--- src/rtl/cpu_pkg.sv ---
// Shared definitions for the branch-resolve block.
//   - condition-code and br_kind encodings
//   - branch FSM state encoding
//   - latched request record and a target-address helper
package cpu_pkg;

    // Condition codes carried in br_cond
    localparam logic [2:0] COND_NE = 3'b000;
    localparam logic [2:0] COND_EQ = 3'b001;
    localparam logic [2:0] COND_GT = 3'b010;
    localparam logic [2:0] COND_LT = 3'b011;
    localparam logic [2:0] COND_GE = 3'b100;
    localparam logic [2:0] COND_LE = 3'b101;
    localparam logic [2:0] COND_OV = 3'b110;
    localparam logic [2:0] COND_AL = 3'b111;

    // Request kinds carried in br_kind
    localparam logic [1:0] KIND_BR  = 2'b00;
    localparam logic [1:0] KIND_JAL = 2'b01;
    localparam logic [1:0] KIND_JR  = 2'b10;
    localparam logic [1:0] KIND_RSV = 2'b11;

    typedef enum logic [1:0] {
        ST_IDLE  = 2'd0,
        ST_WAIT  = 2'd1,
        ST_EVAL  = 2'd2,
        ST_FLUSH = 2'd3
    } br_state_t;

    typedef struct packed {
        logic [1:0]  kind;
        logic [2:0]  cond;
        logic [15:0] pc_plus1;
        logic [11:0] imm;
        logic [15:0] jr_src;
    } br_req_t;

    // Target address; all arithmetic wraps modulo 2^16.
    function automatic logic [15:0] br_target(input br_req_t r);
        logic [15:0] t;
        case (r.kind)
            KIND_JAL: t = r.pc_plus1 + {{4{r.imm[11]}}, r.imm};
            KIND_JR:  t = r.jr_src;
            default:  t = r.pc_plus1 + {{7{r.imm[8]}}, r.imm[8:0]};
        endcase
        return t;
    endfunction

endpackage

--- src/rtl/br_cond_eval.sv ---
// Combinational condition evaluator: (cond, V, Z, N) -> met.
// Ports:
//   cond  in  3  condition code
//   V,Z,N in  1  ALU flags
//   met   out 1  condition holds
module br_cond_eval
    import cpu_pkg::*;
(
    input  logic [2:0] cond,
    input  logic       V,
    input  logic       Z,
    input  logic       N,
    output logic       met
);

    always_comb begin
        met = 1'b0;
        case (cond)
            COND_NE: met = ~Z;
            COND_EQ: met = Z;
            COND_GT: met = ~Z & ~N;
            COND_LT: met = N;
            COND_GE: met = Z | (~Z & ~N);
            COND_LE: met = N | Z;
            COND_OV: met = V;
            COND_AL: met = 1'b1;
            default: met = 1'b0;
        endcase
    end

endmodule

--- src/rtl/branch_resolve.sv ---
// Branch resolution in EX: evaluates branch conditions on the registered
// V/Z/N flags, computes the target, pulses redirect/resolved and holds flush
// for FLUSH_CYCLES cycles starting with the redirect cycle. A conditional
// branch accepted while an older flag write is in flight parks in WAIT
// until flags_busy drops; flags are only looked at in EVAL.
//
// Ports:
//   clk, rst_n                clock, async active-low reset
//   br_valid / br_ready       request handshake (ready only in IDLE)
//   br_kind, br_cond          request type and condition code
//   pc_plus1, br_imm, jr_src  target operands
//   V, Z, N, flags_busy       ALU flag interface
//   redirect, redirect_pc     one-cycle PC redirect
//   flush                     squash younger IF/ID instructions
//   resolved, taken           one-cycle completion pulse and outcome
//   stat_taken, stat_not_taken  outcome counters (BRANCH_STATS_EN only)
//
// Optional feature: define BRANCH_STATS_EN to add the outcome counters.
module branch_resolve
    import cpu_pkg::*;
#(
    parameter int unsigned FLUSH_CYCLES = 2
) (
    input  logic        clk,
    input  logic        rst_n,
    input  logic        br_valid,
    output logic        br_ready,
    input  logic [1:0]  br_kind,
    input  logic [2:0]  br_cond,
    input  logic [15:0] pc_plus1,
    input  logic [11:0] br_imm,
    input  logic [15:0] jr_src,
    input  logic        V,
    input  logic        Z,
    input  logic        N,
    input  logic        flags_busy,
    output logic        redirect,
    output logic [15:0] redirect_pc,
    output logic        flush,
    output logic        resolved,
`ifdef BRANCH_STATS_EN
    output logic [15:0] stat_taken,
    output logic [15:0] stat_not_taken,
`endif
    output logic        taken
);

    localparam logic [2:0] FLUSH_INIT = 3'(FLUSH_CYCLES - 1);

    br_state_t   state, state_nxt;
    br_req_t     req;
    logic [2:0]  cnt;
    logic        cond_met;
    logic        go_taken;
    logic        accept;

    br_cond_eval u_cond (
        .cond (req.cond),
        .V    (V),
        .Z    (Z),
        .N    (N),
        .met  (cond_met)
    );

    assign br_ready = (state == ST_IDLE);
    assign accept   = br_ready & br_valid;

    // Jumps always go; reserved kind never does.
    always_comb begin
        go_taken = 1'b0;
        case (req.kind)
            KIND_BR:  go_taken = cond_met;
            KIND_JAL,
            KIND_JR:  go_taken = 1'b1;
            default:  go_taken = 1'b0;
        endcase
    end

    // Only a conditional branch needs the flags, so only it waits on
    // flags_busy; jumps and the reserved kind go straight to EVAL.
    always_comb begin
        state_nxt = state;
        case (state)
            ST_IDLE:  if (br_valid)
                          state_nxt = (br_kind == KIND_BR && flags_busy) ? ST_WAIT : ST_EVAL;
            ST_WAIT:  if (!flags_busy) state_nxt = ST_EVAL;
            ST_EVAL:  state_nxt = go_taken ? ST_FLUSH : ST_IDLE;
            ST_FLUSH: if (cnt == 3'd0) state_nxt = ST_IDLE;
            default:  state_nxt = ST_IDLE;
        endcase
    end

    always_ff @(posedge clk or negedge rst_n) begin
        if (!rst_n) state <= ST_IDLE;
        else        state <= state_nxt;
    end

    // The redirect cycle is the first FLUSH cycle, so the counter is loaded
    // with FLUSH_CYCLES-1 and FLUSH exits when it has run down to zero.
    always_ff @(posedge clk or negedge rst_n) begin
        if (!rst_n) begin
            req         <= '0;
            cnt         <= 3'd0;
            redirect    <= 1'b0;
            redirect_pc <= 16'h0000;
            flush       <= 1'b0;
            resolved    <= 1'b0;
            taken       <= 1'b0;
        end else begin
            redirect <= 1'b0;
            resolved <= 1'b0;
            if (accept)
                req <= '{kind: br_kind, cond: br_cond, pc_plus1: pc_plus1,
                         imm: br_imm, jr_src: jr_src};
            case (state)
                ST_EVAL: begin
                    resolved <= 1'b1;
                    taken    <= go_taken;
                    if (go_taken) begin
                        redirect    <= 1'b1;
                        redirect_pc <= br_target(req);
                        flush       <= 1'b1;
                        cnt         <= FLUSH_INIT;
                    end
                end
                ST_FLUSH: begin
                    if (cnt == 3'd0) flush <= 1'b0;
                    else             cnt   <= cnt - 3'd1;
                end
                default: ;
            endcase
        end
    end

`ifdef BRANCH_STATS_EN
    // Counts follow the resolved pulse; both wrap at 16 bits.
    always_ff @(posedge clk or negedge rst_n) begin
        if (!rst_n) begin
            stat_taken     <= 16'h0000;
            stat_not_taken <= 16'h0000;
        end else if (state == ST_EVAL) begin
            if (go_taken) stat_taken     <= stat_taken + 16'h0001;
            else          stat_not_taken <= stat_not_taken + 16'h0001;
        end
    end
`endif

endmodule

--- config.mk ---
export PLATFORM = sky130hd
export DESIGN_NAME = branch_resolve
export DESIGN_NICKNAME = d
export VERILOG_FILES = /design/src/rtl/cpu_pkg.sv /design/src/rtl/br_cond_eval.sv /design/src/rtl/branch_resolve.sv
export SDC_FILE = /design/constraint.sdc
export NUM_CORES = 1
export LEC_CHECK = 0
export ABC_AREA = 1
export CAP_MARGIN = 15
export CORE_MARGIN = 2
export CORE_UTILIZATION = 37
export CTS_CLUSTER_DIAMETER = 60
export DETAILED_ROUTE_END_ITERATION = 10
export SYNTH_ARGS = -nofsm -noshare
export SYNTH_HDL_FRONTEND = slang
export SYNTH_SLANG_ARGS = --single-unit
--- constraint.sdc ---
create_clock -name clk -period 4.25 [get_ports clk]
set_input_delay 0.85 -clock clk [delete_from_list [all_inputs] [get_ports clk]]
set_output_delay 0.85 -clock clk [all_outputs]
set_load 0.1 [all_outputs]
======== After elaboration in Yosys (flattened, before gate mapping) ========
Index checks and enable logic that the tools add are counted.
word-level totals
  register bits after elaboration ......... 74
  input port bits ......................... 56
  output and inout bits ................... 21
cells by class
  add/subtract/negate cells ............... 3
  equal/unequal tests ..................... 17
  multiplexer cells ....................... 18
  bitwise logic cells ..................... 6
  reduce and logical (&&, ||, !) cells .... 12
operator list
  operator                                              count
  adder 16 bit                                          2
  one-hot mux 16 bit (2 select lines)                   1
  equality test 3 bit (second input constant)           4
  2-to-1 mux 2 bit                                      5
  != test 2 bit (second input constant)                 5
  AND reduction 3 bit                                   3
  one-hot mux 1 bit (8 select lines)                    1
  one-hot mux 2 bit (4 select lines)                    1
  equality test 2 bit (second input constant)           3
  equality test 3 x 2 -> 1 bit (second input constant)  2
  zero test 2 bit                                       3
  zero test 3 bit                                       2
  2-to-1 mux 3 bit                                      2
  one-hot mux 3 bit (2 select lines)                    1
  2-to-1 mux 1 bit                                      5
  equality test 2 x 1 -> 1 bit (second input constant)  2
  one-hot mux 1 bit (2 select lines)                    2
  equality test 3 x 1 -> 1 bit (second input constant)  1
  subtractor 3 x 1 -> 3 bit (second input constant)     1
  AND 1 bit                                             2
  inverter 1 bit                                        2
  bitwise OR 1 bit                                      2
  AND reduction 2 bit                                   1
  nonzero test 2 bit                                    1
  2 further kinds                                       2

======== Logic depth before layout (Yosys ltp) ========
Gate-level depths: netlist (run 1).
  depth in word-level cells ............... 7
  gate-level depth with buffers ........... 17
  gate-level depth less buffers ........... 17

======== Hierarchy ========
A second synthesis (run 1) with hierarchy kept.
second synthesis, totals
  cell total of the unflattened synthesis .. 469
  area total of the unflattened synthesis .. 4294.1 um2
modules (own cells, without submodules)
  module          times used  cells an instance  area each (um2)  sequential area each (um2)
  branch_resolve  1           450                4217.8           1851.8
  br_cond_eval    1           19                 76.3             0.0

======== Worst setup path before layout (run 1) ========
No wires, ideal clock.
  kind .................................... flip-flop to flip-flop
  from .................................... register state[1]
  to ...................................... register req[15] (netlist name)
  library setup time ...................... 0.125 ns
  arrival time ............................ 2.106 ns
  data required time ...................... 4.125 ns
  slack ................................... 2.019 ns
  cell stages (with the launch flop) ...... 6
  period minus slack after synthesis ...... 2.231 ns
  path through ............................ dfrtp_1 > nor2_2 > nand2_1 > buf_6 > buf_6 > mux2_2
between the ends
  cells in the longest elaborated chain, start to end .. 2
RTL lines
  what                      RTL line               text
  start: declaration        branch_resolve.sv:50   br_state_t state, state_nxt;
  start signal: assignment  branch_resolve.sv:95   else state <= state_nxt;
  zero test 2 bit           branch_resolve.sv:65   assign br_ready = (state == ST_IDLE);
  via br_ready              branch_resolve.sv:27   output logic br_ready,
  AND 1 bit                 branch_resolve.sv:66   assign accept = br_ready & br_valid;
  end signal: assignment    branch_resolve.sv:113  req <= '{kind: br_kind, cond: br_cond, pc_plus1: pc_plus1,
  end: declaration          branch_resolve.sv:51   br_req_t req;
The timed path passes the listed nets, and every way through them passes these cells.
A chain may end at the register's enable or synchronous reset.

======== Worst setup path after layout (run 1) ========
  from .................................... register state[1]
  to ...................................... output br_ready
between the ends
  cells in the longest elaborated chain, start to end .. 1
RTL lines
  what              RTL line
  zero test 2 bit   branch_resolve.sv:65
  end: declaration  branch_resolve.sv:27
Every way passes these cells.

==> results.cfg, run 1 <==
[sta]
setup_violations = 0
tns_ps = 0
slew_headroom = 0.3434
rsz0062_at_grt = false
timing.fmax_ghz = 0.3360
hold_viol = 0
period_share = 0.7003
skew_ps = 6.740
worst_slew_pin_slew_ps = 981.8
min_period_ps = 2976
drv_slew = 0

[drt]
vias_per_cell = 4.796
routed_wl_um = 9395
vias = 3511
drt_iter0_drc = 137
firstDrtPassIters = 4
ant_nets = 0
drc = 0
routedWlPerCell_um = 12.83

[critical_path]
start_kind = flip-flop
worstPathCellList = nor2_2 -> clkdlybuf4s50_1
cp.arrival_ps = 2130
cp-end-kind = primary output
crit_family = buffers and inverters
slowest_delay_ps = 1160
cp.required_ps = 3400
crit_type = flip-flop to primary output
path_buf_inv = 1
cp_max_fo = 6
cp_slowest_cell = clkdlybuf4s50_1

[synthesis]
ys_seq_elements = 74
synthCells = 509
yosys_warnings = 0
synth.avg_cell_area_um2 = 8.272
syn-num-nets = 587
ys_seq_area_frac = 0.4398
ys_types = 31
syn_area_um2 = 4210

[place]
hpwl_um = 6950
numPortBuffers = 76
gp_congestion = 0.8134

[finish]
nets = 665
area_delta_synth_final_pct = 27.73
insertedDiodeCount = 0
drive_gt1_frac = 0.1216
n_fill_cell = 1065
mostFrequentLayoutCells = 160 x nand2_1, 75 x clkdlybuf4s50_1, 74 x dfrtp_1
layout_commonest_cell = nand2_1

[clock_tree]
cts_root_buf = clkbuf_16
htreeDepth = 3
cts.sinks = 74
clk_latency_ps = 330
clk_path_buf_depth = 2
numCtsBuffers = 9
cts_resized = 0
holdBufCountCts = 0
cts.clk_slew.worst_paths_ps = 60
cts_setup_buffers = 0
cts_tree = done

[worst_hold_path]
min_path_type = flip-flop to flip-flop

[grt]
grt_pass1_vias = 3518
grt_antenna_before_repair = 0
grt_max_degree = 75
grt_pass1_wl_um = 15890
gr-total-overflow = 0
grt.total_usage = 0.1567

[floorplanning]
rows = 38
fp.dieW_um = 110.7
die_h_um = 110.7
pin_count = 77
initial_core_util = 0.3833
die_area_um2 = 12250
core_um2 = 10980

[outcome]
status = complete, no violations

[flow_run]
max-cap-violations = 0
-- metal layers --
metal,share of wire,global-route usage,wire (µm),up-vias
met3,0.033,0.02515,313,13
met2,0.46,0.2573,4309,70
met1,0.49,0.2098,4604,1655
li1,-,-,-,1773
met4,0.018,0.05667,167,0
met5,0,0,0,-
-- per-stage QoR --
stage	worst slack, ps	area [µm²]	hold slack, ps	cells	utilization
CTS	1250	5358	483.0	731	0.4878
finish	1274	5378	482.2	732	0.4896
floorplan	2019	4210	471.4	509	-
global route	1207	5378	505.1	732	0.4896
global placement	1511	5077	464.6	715	0.4623
detailed placement	1462	5077	466.7	715	0.4623
-- flip-flops by register name, indices dropped and copies added, names as in the netlist --
register and flops:
taken 1, flush 1, resolved 1, req 49, redirect 1, state 2
redirect_pc 16, cnt 3
-- worst paths after layout --
path	slack, ps	from	depth (start not counted)	to
max	1270	state[1]	2	br_ready
max reg2reg	1620	req[48]	14	redirect_pc[14]
min reg2reg	480	redirect_pc[14]	2	redirect_pc[14]
min in group asynchronous	640	rst_n	1	req[34]
min	480	redirect_pc[14]	2	redirect_pc[14]
max in group asynchronous	2950	rst_n	1	redirect_pc[15]
-- cell type report --
class / count / area (µm²) / area share
Multi-Input combinational cell: 354 / 2022 / 0.3760
Sequential cell: 74 / 1852 / 0.3443
Timing Repair Buffer: 78 / 785.8 / 0.1461
Inverter: 70 / 262.8 / 0.04886
Clock buffer: 11 / 242.7 / 0.04514
Tap cell: 140 / 175.2 / 0.03257
Clock inverter: 5 / 37.54 / 0.006980
-- Yosys cell counts --
library cell	n	area share
a211oi_1	1	0.0018
a21boi_1	1	0.0018
a21oi_1	19	0.023
a21oi_4	1	0.0039
and2_1	3	0.0045
buf_2	4	0.0048
buf_4	2	0.0036
buf_6	3	0.0080
clkbuf_1	2	0.0018
clkinv_1	1	0.00089
dfrtp_1	74	0.44
fa_1	1	0.0048
ha_1	21	0.062
inv_1	66	0.059
inv_2	3	0.0027
mux2_2	40	0.11
mux2i_1	1	0.0024
nand2_1	161	0.14
nand2_2	1	0.0015
nand3_1	41	0.049
nand3_2	1	0.0024
nand3b_1	2	0.0036
nand4_1	4	0.0059
nor2_1	35	0.031
nor2_2	2	0.0030
nor2_4	1	0.0027
nor3_1	2	0.0024
o21ai_0	8	0.0095
or2_2	4	0.0059
xnor2_1	1	0.0021
xor2_1	3	0.0062
-- kinds of logic (layout without fill, tap and decap cells) --
kind of cell	Yosys count	in the layout	synth area share
AO/OA/AOI/OAI	30	30	0.03953
XOR/XNOR	4	4	0.008322
AND/OR/NAND/NOR	257	257	0.2553
flip-flops	74	74	0.4398
buffers and inverters	81	164	0.08053
multiplexers	41	41	0.1094
adder cells (fa/ha/maj)	22	22	0.06716
-- tightest hold or removal path, cell delays in order, from the launching register on --
cell and delay, ps:
dfrtp_1 340, nand2_1 60, nand2_1 50
Power of run 1 is left out: the tool's default activity adds up to more than one toggle a clock period on the data nets, which glitch-free logic cannot reach.
==> inputs of run 2 (changes only) <==
clock period = 3 ns   (was 4.25 ns; I/O delays follow)
==> results.cfg, run 2 (synthesis results as in run 1) <==
[drt]
drt_iter0_drc = 181
routed_wl_um = 9746
drc = 0
vias = 3435
routedWlPerCell_um = 13.26
ant_nets = 0
firstDrtPassIters = 4
vias_per_cell = 4.673

[finish]
largest_register = req
seq_area_um2 = 1852
insertedDiodeCount = 0
mostFrequentLayoutCells = 160 x nand2_1, 74 x dfrtp_1, 66 x inv_1
n_fill_cell = 1105
largest_reg_flops = 49
final_cells = 735
area_delta_synth_final_pct = 27.43
multi_input_area_um2 = 2022
reg_top3 = req: 49 flops, redirect_pc: 16 flops, cnt: 3 flops
post-route-util = 0.4885
nets = 668
layout_commonest_cell = nand2_1
drive_gt1_frac = 0.1597

[critical_path]
slowest_delay_ps = 410
cp-end-kind = flip-flop
r2r-end = redirect_pc[14]
cp.required_ps = 3220
path_buf_inv = 3
crit_family = simple AND/OR/NAND/NOR gates
rr_worst_depth = 14
start_kind = flip-flop
worstPathCellList = inv_1 -> ha_1 -> inv_1 -> o21ai_0 -> inv_1 -> ha_1 -> nand2_1 -> nor3_1 -> and2_1 -> nand2_1 -> nand3_1 -> nand3_1 -> nand2_1 -> nand2_1
timing.reg2reg.setup_slack_ps = 520
cp.arrival_ps = 2700
r2r-start = req[48]
crit_top_cell = nand2_1
crit_type = flip-flop to flip-flop
cp_max_fo = 5
cp_slowest_cell = dfrtp_1

[grt]
gr-total-overflow = 0
grt.total_usage = 0.1715
grt_use_met2 = 0.2748
grt_pass1_wl_um = 17190
grt_antenna_before_repair = 0
grt_use_met1 = 0.2356
busiest_layer = met2
grt_max_degree = 75
use_met3 = 0.03007
grt_pass1_vias = 3500

[place]
dp_slack_ps = 539.3
place_inst = 719
hpwl_um = 7340
gp_congestion = 0.8517
numPortBuffers = 76

[floorplanning]
rows = 38
die_area_um2 = 12250
initial_core_util = 0.3833
die_h_um = 110.7
fp.dieW_um = 110.7
pin_count = 77
core_um2 = 10980

[clock_tree]
cts_tree = done
cts.clk_slew.worst_paths_ps = 60
cts_setup_buffers = 0
cts.sinks = 74
numCtsBuffers = 9
clk_latency_ps = 330
cts_resized = 0
clk_path_buf_depth = 2
cts_root_buf = clkbuf_16
holdBufCountCts = 0
htreeDepth = 3

[sta]
min_period_ps = 2481
setup_ws_ps = 518.8
hold_viol = 0
setup_violations = 0
period_share = 0.8271
slew_headroom = 0.3760
timing.fmax_ghz = 0.4030
drv_slew = 0
worst_slew_pin_slew_ps = 936.0
rsz0062_at_grt = false
tns_ps = 0
skew_ps = 7.202

[flow_run]
max-cap-violations = 0

[outcome]
status = complete, no violations

[worst_hold_path]
min_path_type = input port to asynchronous set/reset pin
==> run 2: cell types whose count changed in the layout (fill, tap and decap cells not counted), sizes merged <==
cell / change
bufinv: +1
clkbuf: +1
buf: +24
clkdlybuf4s50: -21
clkinvlp: -1
inv: -1
==> run 2: layer usage <==
| layer | part of all wire | up-vias | wire (µm) |
|---|---|---|---|
| met2 | 0.45 | 69 | 4434 |
| met3 | 0.043 | 11 | 418 |
| met5 | 0 | - | 0 |
| met4 | 0.014 | 0 | 134 |
| met1 | 0.49 | 1578 | 4758 |
| li1 | - | 1777 | - |
==> run 2: worst register-to-register path: stages, from the launching register on <==
cell,delay [ps]
dfrtp_1,410
inv_1,90
ha_1,170
inv_1,70
o21ai_0,250
inv_1,150
ha_1,380
nand2_1,130
nor3_1,210
and2_1,160
nand2_1,70
nand3_1,90
nand3_1,70
nand2_1,70
nand2_1,40
==> run 2: stage by stage <==
step                hold WS (ps)  instance area (µm²)
floorplan                  304.4                 4210
global placement           467.4                 5067
detailed placement         471.1                 5067
global route               509.8                 5365
finish                     401.0                 5365
CTS                        457.6                 5365
==> run 2: layout make-up <==
cell class / instances / share of cell area
Multi-Input combinational cell: 354 / 0.3769
Sequential cell: 74 / 0.3451
Timing Repair Buffer: 81 / 0.1409
Inverter: 70 / 0.04897
Clock buffer: 12 / 0.04594
Tap cell: 140 / 0.03265
Clock inverter: 4 / 0.009562
==> run 2: worst max path at each step <==
stage,startpoint,to,depth (start not counted)
2_1_floorplan,state[1],req[15],5
3_3_place_gp,req[48],redirect_pc[14],14
3_5_place_dp,req[48],redirect_pc[14],14
4_1_cts,req[48],redirect_pc[14],14
5_1_grt,req[48],redirect_pc[14],14
6_report,req[48],redirect_pc[14],14
Power of run 2 is left out for the same reason.
